<file path="src/rtl/lfmr_rx_datapath.sv">
// UART receive timing/datapath primitives: reloadable strobe counter, bit-lane
// demux and a small math/compare unit, each with LATENCY optional output stages.
module lfmr_rx_datapath #(
  parameter int CNT_WIDTH  = 16,
  parameter int DMUX_WIDTH = 1,
  parameter int DMUX_COUNT = 8,
  parameter int MATH_WIDTH = 4,
  parameter int LATENCY    = 0
) (
  input  logic                               clk,
  input  logic                               rst,
  input  logic                               cnt_clr,
  input  logic                               cnt_en,
  input  logic [CNT_WIDTH-1:0]               cnt_reload,
  output logic                               cnt_strobe,
  input  logic [$clog2(DMUX_COUNT)-1:0]      dmux_sel,
  input  logic [DMUX_WIDTH-1:0]              dmux_in,
  output logic [DMUX_COUNT*DMUX_WIDTH-1:0]   dmux_out,
  input  logic                               math_clr,
  input  logic [MATH_WIDTH-1:0]              math_i1,
  input  logic [MATH_WIDTH-1:0]              math_i2,
  input  logic [MATH_WIDTH-1:0]              math_i3,
  output logic [MATH_WIDTH-1:0]              math_sum,
  output logic [MATH_WIDTH-1:0]              math_sub,
  output logic [MATH_WIDTH-1:0]              math_and,
  output logic [MATH_WIDTH-1:0]              math_or,
  output logic [MATH_WIDTH-1:0]              math_xor,
  output logic                               math_eq,
  output logic                               math_neq
);

  localparam int SEL_W = $clog2(DMUX_COUNT);
  localparam int DM_W  = DMUX_COUNT * DMUX_WIDTH;
  localparam int MR_W  = 5 * MATH_WIDTH + 2;

  logic [CNT_WIDTH-1:0] count;
  logic                 strobe_p0;
  logic [DM_W-1:0]      dmux_c;
  logic [MR_W-1:0]      math_c;
  logic [MR_W-1:0]      math_r;

  // Stage 0: counter register and its registered terminal-count strobe
  always_ff @(posedge clk or posedge rst) begin
    if (rst) begin
      count     <= '0;
      strobe_p0 <= 1'b0;
    end else if (cnt_clr) begin
      count     <= cnt_reload;
      strobe_p0 <= 1'b0;
    end else if (cnt_en) begin
      if (count == '0) begin
        count     <= cnt_reload;
        strobe_p0 <= 1'b1;
      end else begin
        count     <= count - CNT_WIDTH'(1);
        strobe_p0 <= 1'b0;
      end
    end else begin
      strobe_p0 <= 1'b0;
    end
  end

  // Out-of-range selects match no lane, leaving every lane zero
  always_comb begin
    dmux_c = '0;
    for (int k = 0; k < DMUX_COUNT; k++) begin
      if (dmux_sel == SEL_W'(k)) dmux_c[k*DMUX_WIDTH +: DMUX_WIDTH] = dmux_in;
    end
  end

  assign math_c = {math_i1 + math_i2, math_i1 - math_i2, math_i1 & math_i2,
                   math_i1 | math_i2, math_i1 ^ math_i2,
                   math_i1 == math_i3, math_i1 != math_i3};

  generate
    if (LATENCY == 0) begin : g_comb
      assign cnt_strobe = strobe_p0;
      assign dmux_out   = dmux_c;
      assign math_r     = math_c;
    end else begin : g_pipe
      logic            strobe_pn [LATENCY];
      logic [DM_W-1:0] dmux_pn   [LATENCY];
      logic [MR_W-1:0] math_pn   [LATENCY];

      // Stages 1..LATENCY: output delay line for strobe and demux
      always_ff @(posedge clk or posedge rst) begin
        if (rst) begin
          for (int k = 0; k < LATENCY; k++) begin
            strobe_pn[k] <= 1'b0;
            dmux_pn[k]   <= '0;
          end
        end else begin
          strobe_pn[0] <= strobe_p0;
          dmux_pn[0]   <= dmux_c;
          for (int k = 1; k < LATENCY; k++) begin
            strobe_pn[k] <= strobe_pn[k-1];
            dmux_pn[k]   <= dmux_pn[k-1];
          end
        end
      end

      // Stages 1..LATENCY: math delay line, flushable by math_clr
      always_ff @(posedge clk or posedge rst) begin
        if (rst) begin
          for (int k = 0; k < LATENCY; k++) math_pn[k] <= '0;
        end else if (math_clr) begin
          for (int k = 0; k < LATENCY; k++) math_pn[k] <= '0;
        end else begin
          math_pn[0] <= math_c;
          for (int k = 1; k < LATENCY; k++) math_pn[k] <= math_pn[k-1];
        end
      end

      assign cnt_strobe = strobe_pn[LATENCY-1];
      assign dmux_out   = dmux_pn[LATENCY-1];
      assign math_r     = math_pn[LATENCY-1];
    end
  endgenerate

  assign {math_sum, math_sub, math_and, math_or, math_xor, math_eq, math_neq} = math_r;

endmodule

</file>
<file path="config.mk">
export PLATFORM = sky130hd
export DESIGN_NAME = lfmr_rx_datapath
export DESIGN_NICKNAME = d
export VERILOG_FILES = /design/src/rtl/lfmr_rx_datapath.sv
export SDC_FILE = /design/constraint.sdc
export NUM_CORES = 1
export LEC_CHECK = 0
export CORE_MARGIN = 3
export CORE_UTILIZATION = 39
export CTS_CLUSTER_SIZE = 25
export DETAILED_ROUTE_END_ITERATION = 10
export PLACE_DENSITY = 0.74
export SLEW_MARGIN = 5
export SYNTH_ARGS = -nofsm -noshare
export SYNTH_HDL_FRONTEND = slang
export SYNTH_SLANG_ARGS = --single-unit
</file>
<file path="constraint.sdc">
create_clock -name clk -period 2 [get_ports clk]
set_clock_uncertainty 0.2 [all_clocks]
set_input_delay 0.4 -clock clk [delete_from_list [all_inputs] [get_ports clk]]
set_output_delay 0.4 -clock clk [all_outputs]
set_load 0.1 [all_outputs]
</file>
==> impl_metrics.ini, run 1 <==
[logic_synthesis]
ys.flop_type = dfrtp_1
synth_fp_nets = 244
synth_area_leaders = dfrtp_1, ha_1, inv_1
synth-seq-area-share = 0.2599
synth_cells = 192
yosys_warnings = 0
synth.distinct_cells = 51
synth_area_sq_um = 1637
synth-async-reset-ratio = 1.000
synth-seq-cells = 17
synth_top_area_cell = dfrtp_1
syn_avg_cell_area_sq_um = 8.524
synth_edf_count = 0
yosysTopAreaCellShare = 0.2599

[run_status]
lastStage = global routing
run_status = aborted with a tool error
tool.error = [ERROR DPL-0033] detailed placement checks failed during check placement.

[clocking]
cts.sink_count = 17
holdBufCountCts = 0
numCtsBuffers = 3
cts-root-buf = clkbuf_8
h-tree-depth = 1
cts_buffer_depth = 2

[floorplanning]
io_pins = 68
initial_core_util = 0.4247
rows = 22
die_x_microns = 70.78
fp.dieH_microns = 70.78

[placement]
pre_cts_ws_ns = -0.7696
routabilityCongestion = 0.8672
io_buffers = 66
placed_area_sq_um = 3329
dp_hpwl_microns = 4843

[global_route]
grt_max_degree = 18
antenna_found_initial = 0

[sta]
postGrtWorstEndpoint = math_sub[1]
endpoint_type = output port
## timing repair
action | CTS
setup endpoints to repair | 39
buffers inserted | 13
pin swaps | 24
resized for setup | 87
## synth_stat cells (2+ instances only)
library cell	number
buf_2	2
o32a_1	3
nand2b_1	3
nor2_1	18
nand4_1	8
inv_1	21
o21a_1	2
buf_4	2
nor3_1	6
ha_1	13
nor2b_1	3
o21ai_0	3
nand3_1	7
a21oi_1	10
o22a_1	5
xnor2_1	7
dfrtp_1	17
fa_1	2
nand3b_1	3
a21o_1	2
nand4b_1	3
buf_6	2
nand2_1	14
nor4_4	2
clkbuf_1	5
mux2_2	3
or2_2	2
## kinds of logic after synthesis
group / share of synthesized area
buffers and inverters: 0.08869
flip-flops: 0.2599
multiplexers: 0.02064
AND/OR/NAND/NOR: 0.2592
XOR/XNOR: 0.04282
adder cells (fa/ha/maj): 0.1239
AO/OA/AOI/OAI: 0.2049
## metrics by stage
stage	util	instances	hold WS, ns	setup TNS (ns)
3_3_place_gp	0.8640	355	0.3450	-8.966
2_1_floorplan	-	192	0.1261	-3.496
4_1_cts	0.9442	371	0.3124	-1.168
3_5_place_dp	0.8640	355	0.3557	-9.976
==> inputs of run 2 (changes only) <==
CORE_UTILIZATION = 40   (was 39)
CTS_CLUSTER_SIZE = default   (was 25)
PLACE_DENSITY = default   (was 0.74)
PLACE_DENSITY_LB_ADDON = 0.15   (was default)
clock period = 2.6 ns   (was 2 ns; I/O delays follow)
==> impl_metrics.ini, run 2 <==
[clocking]
holdBufCountCts = 0
cts_tree = done
numCtsBuffers = 3
cts_buffer_depth = 2
cts.sink_count = 17
h-tree-depth = 1
clk_latency_ns = 0.27
cts-root-buf = clkbuf_8
path_clk_slew_ns = 0.08

[worst_setup_path]
crit_slowest_cell = clkdlybuf4s50_1
rr_startpoint = count[0]
critical-path-max-stage-delay_ns = 0.44
crit_path_max_fanout = 2
reg2reg_slack_ns = 0.10
end_kind = output pin
worstSetupPathType = primary input to output pin
crit_top_cell = buf_4
path_cells = clkdlybuf4s50_1, buf_4, xnor2_2, nand4_1, buf_4, buf_12
worstPathArrival_ns = 1.89
cp_data_required_time_ns = 1.88
r2r-end = count[8]
critPathLaunch = math_i1[3]
r2r_cells = 7
start_kind = primary input
crit_end = math_neq

[logic_synthesis]
synth-seq-cells = 17
syn_avg_cell_area_sq_um = 8.524
synth_fp_nets = 244
yosysMostFrequentCell = inv_1
synth_top_area_cell = dfrtp_1
synth_area_leaders = dfrtp_1, ha_1, inv_1
synthTopCellsByCount = inv_1, nor2_1, dfrtp_1, nand2_1, ha_1
yosys_warnings = 0
synth_cells = 192
ys.flop_type = dfrtp_1
synth.distinct_cells = 51
synth-seq-area-share = 0.2599
yosysTopAreaCellShare = 0.2599
synth_edf_count = 0
synth-async-reset-ratio = 1.000
synth_area_sq_um = 1637

[global_route]
grt_usage = 0.2176
antenna_found_initial = 0
grt_pass1_wl_microns = 8659
grt_pass1_vias = 1799
grt_max_degree = 18
grt-ovfl-total = 0

[sta]
finalHoldViolCount = 0
period_needed_ns = 2.612
final-setup-viol-count = 1
post-route-period-util = 1.005
maxSlewHeadroom = 0.5393
setup_tns_ns = -0.01246
fmax_mhz = 382.8
final_critical_path_setup_slack_ns = -0.01246
slew_viol_final = 0
rsz0062_at_grt = true
tightest_slew_ns = 0.6903

[route]
post_drt_wl_per_cell_microns = 16.36
vias = 1802
drt-met1-wl_microns = 2024
ant_nets = 0
routed.top_layer = met4
drc_errors = 0
viasPerCell = 5.494
drt_iter0_markers = 121
wl_met3_microns = 396
routed_wl_microns = 5365
dr.pass1.iters = 4
wl_met2_microns = 2916

[finish]
top_register = count
antenna_cells = 0
final_cell_mix = buf_12, clkdlybuf4s50_1, buf_4
syn2layout_area_growth_pct = 88.46
drive_above_1_share = 0.3821
largest_reg_flops = 16
fin_nets = 333
fin_cells = 328
final_design_area_no_fill_sq_um = 3084
final_common_cell = buf_12
nFillCells = 232

[floorplanning]
core_sq_um = 3799
io_pins = 68
fp.dieH_microns = 69.97
die_area_sq_um = 4895
initial_core_util = 0.4308
die_x_microns = 69.97
rows = 22

[pwr]
peakVddDrop_mv = 0.2990
swShare = 0.4598
seq_power_share = 0.247
totalPowerFinal_mw = 1.394
p_int_mw = 0.7531
p_leak_nw = 1.256
p_switching_mw = 0.6410
power_density_nw_per_um2 = 452.0
p_clk_frac = 0.150
pwr-share-comb = 0.602

[worst_hold_path]
hold_path.class = flop to flop
whs_path_depth = 2

[placement]
routabilityCongestion = 0.8444
pre_cts_ws_ns = -0.3720
dp.cells = 323
placed_area_sq_um = 2988
io_buffers = 66
dp_hpwl_microns = 4108

[run_status]
failed_checks = setup timing
run_status = finished with violations

[flow_run]
maxCapViolations = 0
==> run 2: worst min path at each step <==
stage | start | to | slack [ns]
after floorplan | rst | cnt_strobe | 0.25
after global placement | count[0] | count[0] | 0.33
after detailed placement | count[12] | count[12] | 0.36
after CTS | count[12] | count[12] | 0.38
after global routing | count[12] | count[12] | 0.40
final | count[0] | count[0] | 0.38
==> run 2: layer usage <==
metal | global-route usage | vias up
met5 | 0 | -
met1 | 0.2645 | 861
li1 | - | 860
met3 | 0.03597 | 5
met4 | 0.04255 | 0
met2 | 0.4008 | 76
==> run 2: power by group through the flow <==
stage          Sequential (mW)  Clock [mW]  Combinational [mW]
6_report                 0.345       0.210               0.840
5_1_grt                  0.349       0.221               0.874
4_1_cts                  0.343       0.213               0.830
3_5_place_dp             0.348           0               0.822
3_3_place_gp             0.346           0               0.809
2_1_floorplan            0.338           0               0.516
==> run 2: logic make-up (layout without fill, tap and decap cells) <==
kind of cell / Yosys count / count (layout) / share of synthesized area
compound gates: 42 / 42 / 0.2049
simple gates: 75 / 75 / 0.2592
flops: 17 / 17 / 0.2599
buf+inv: 32 / 120 / 0.08869
mux: 3 / 3 / 0.02064
fa+ha+maj: 15 / 15 / 0.1239
xor+xnor: 8 / 8 / 0.04282
==> run 2: timing repair <==
action,4_1_cts,5_1_grt
pin swaps,2,4
resized for setup,16,6
setup endpoints to repair,10,6
setup buffers,1,0
==> run 2: cell type report <==
type / instances / area, sq um / share of cell area
Tap cell: 48 / 60.06 / 0.01947
Clock buffer: 3 / 41.29 / 0.01339
Timing Repair Buffer: 95 / 1189 / 0.3854
Multi-Input combinational cell: 143 / 1277 / 0.4142
Clock inverter: 1 / 5.005 / 0.001623
Sequential cell: 17 / 425.4 / 0.1379
Inverter: 21 / 86.33 / 0.02799
==> run 2: critical path, delay by kind of cell <==
kind / cells / cell delay (ns)
xor+xnor: 1 / 0.15
buf+inv: 4 / 0.99
simple gates: 1 / 0.23
==> run 2: through the flow <==
| step | hold WS, ns | utilization |
|---|---|---|
| after floorplan | 0.2461 | - |
| after global placement | 0.3303 | 0.7866 |
| after detailed placement | 0.3623 | 0.7866 |
| after CTS | 0.3790 | 0.8043 |
| after global routing | 0.4035 | 0.8119 |
| final | 0.3756 | 0.8119 |
Power figures use the tool's default switching activity.
==> RTL edit: new RTL, settings of run 2 <==
`DMUX_COUNT`: 8 -> 4.
--- a/src/rtl/lfmr_rx_datapath.sv
+++ b/src/rtl/lfmr_rx_datapath.sv
@@ -3,7 +3,7 @@
 module lfmr_rx_datapath #(
   parameter int CNT_WIDTH  = 16,
   parameter int DMUX_WIDTH = 1,
-  parameter int DMUX_COUNT = 8,
+  parameter int DMUX_COUNT = 4,
   parameter int MATH_WIDTH = 4,
   parameter int LATENCY    = 0
 ) (
Ports: changed (resized dmux_out and dmux_sel); port bits go from 68 to 63. No check against the original RTL was run, so the function may have changed too.
==> RTL edit against run 2 <==
- power fell by 1.3%
- hold slack better by 53 ps
- worst setup slack better by 65 ps
- sequential share of layout area is 0.60 points higher
- core utilization shrank 2.8 points
- critical path depth did not move
- global-route usage increased by 0.67 points
- sequential cell count is the same
- area after synthesis down 2.1%
- routed wire length shrank 1.7%
- combinational power down 0.7%
- cell area decreased by 4.1%
- largest cell class unchanged
- fmax increased by 2.5%
- first-iteration DRC count up 86%
==> RTL edit: results (changes against run 2) <==
- Pre-CTS setup slack: -331.1 ps (+40.86 ps)
- Detailed Route Iter0 Violations: 225 (+86%)
- Max-Cap Viols: 0 (unchanged)
- Status: completed
- Clk Latency, worst-skew pair: 260 ps
- Asr flop ratio synth: 100.0% (unchanged)
- Fraction of layout cells with a size suffix above 1: 36.80% (-1.4 points)
- Synth unique cells: 60 (+18%)
- Via count of the first global-routing pass: 1880 (+4.5%)
- VDD IR-drop max: 0.3453 mV (+15%)
- WL final: 5.276 mm (-1.7%)
- CTS clk-pin slew, worst paths: 70 ps
- Detailed placement HPWL: 4.081 mm (-0.66%)
- Sequential area share after synthesis: 26.56% (+0.57 points)
- Largest fanout on the critical path: 2 (unchanged)
- Clock buffer depth: 2 (unchanged)
- Via/cell ratio: 5.744 (+4.6%)
- Routability cong.: 0.8284 (-1.9%)
- Biggest register: count
- Largest stage delay on the critical path: 410 ps (-30 ps)
- Largest register FFs: 16 (unchanged)
- Post-synth top cells: 24 x inv_1, 17 x dfrtp_1, 15 x nor2_1, 14 x nand2_1, 13 x ha_1
- Placed cell area: 2843 µm² (-4.9%)
- H-tree Lvls: 1 (unchanged)
- Syn nets: 239 (-2.0%)
- Num CTS Buffers: 3 (unchanged)
- Synthesized instance count: 188 (-2.1%)
- Initial antenna violation count: 0 (unchanged)
- Synth area leaders: dfrtp_1 27%, ha_1 10%, inv_1 5.6%
- Worst Hold Class: flip-flop to flip-flop
- # diodes: 0 (unchanged)
- Remaining Overflow, GRT: 0 (unchanged)
- Sw frac: 45.60% (-0.38 points)
- Crit path max-delay cell type: clkdlybuf4s50_1
- Post-CTS sizing: 15 (-1)
- Routed via count: 1821 (+1.1%)
- DRT Pass-1 Iters: 4 (unchanged)
- Post-CTS setup buffers: 1 (unchanged)
- Largest net degree at the start of global routing: 22 (+4)
- Worst EP arrival: 1830 ps (-60 ps)
- Placed insts: 312 (-3.4%)
- CP delay by family, top: buffers and inverters
- Clk root buf: clkbuf_8
- Ys Warns: 0 (unchanged)
- GRT Overall Usage: 22.43% (+0.67 points)
- # port buffers: 61 (-7.6%)
- First-pass GRT wire length: 8.790 mm (+1.5%)
- Actual slew at the worst max-slew pin: 698.6 ps (+8.327 ps)
- P_leak: 1.267 nW (+0.90%)
RTL edit: final timing paths:
check / depth (start not counted) / to / slack, ps / start
worst min register to register: 2 / count[0] / 430 / count[0]
worst max-delay path: 6 / math_eq / 50 / math_i1[3]
worst max register to register: 4 / count[12] / 200 / count[2]
max in group asynchronous: 2 / count[0] / 1290 / rst
min in group asynchronous: 2 / count[6] / 460 / rst
worst min-delay path: 2 / count[0] / 430 / count[0]
RTL edit: area by class of cell:
cell class,instances,area [µm²]
inverters,24,97.59
multi-input cells,136,1244
fillers,261,814.5
flip-flops and latches,17,425.4
well taps,48,60.06
repair buffers,88,1084
clock inverters,1,5.005
clock buffers,3,41.29
RTL edit: layer usage:
| layer | wire (µm) | up-vias | share of wire, % | GRT usage, % |
|---|---|---|---|---|
| li1 | - | 846 | - | - |
| met1 | 2018 | 884 | 38 | 27.12 |
| met2 | 2757 | 75 | 52 | 38.56 |
| met3 | 376 | 16 | 7.1 | 6.522 |
| met4 | 124 | 0 | 2.4 | 6.291 |
| met5 | 0 | - | 0 | 0 |
RTL edit: power groups by stage:
| stage | registers (mW) | clock network [mW] | logic (mW) |
|---|---|---|---|
| after floorplan | 0.324 | 0 | 0.517 |
| after global placement | 0.338 | 0 | 0.801 |
| after detailed placement | 0.340 | 0 | 0.813 |
| after CTS | 0.335 | 0.210 | 0.823 |
| after global routing | 0.340 | 0.220 | 0.872 |
| final | 0.336 | 0.206 | 0.834 |
RTL edit: logic make-up (layout without fill, tap and decap cells):
family,count (synthesis),in the layout,synth area share (%)
compound gates,46,46,22.74
xor+xnor,9,9,4.922
fa+ha+maj,15,15,12.66
buf+inv,35,116,8.984
flops,17,17,26.56
mux,1,1,0.7031
simple gates,65,65,23.44
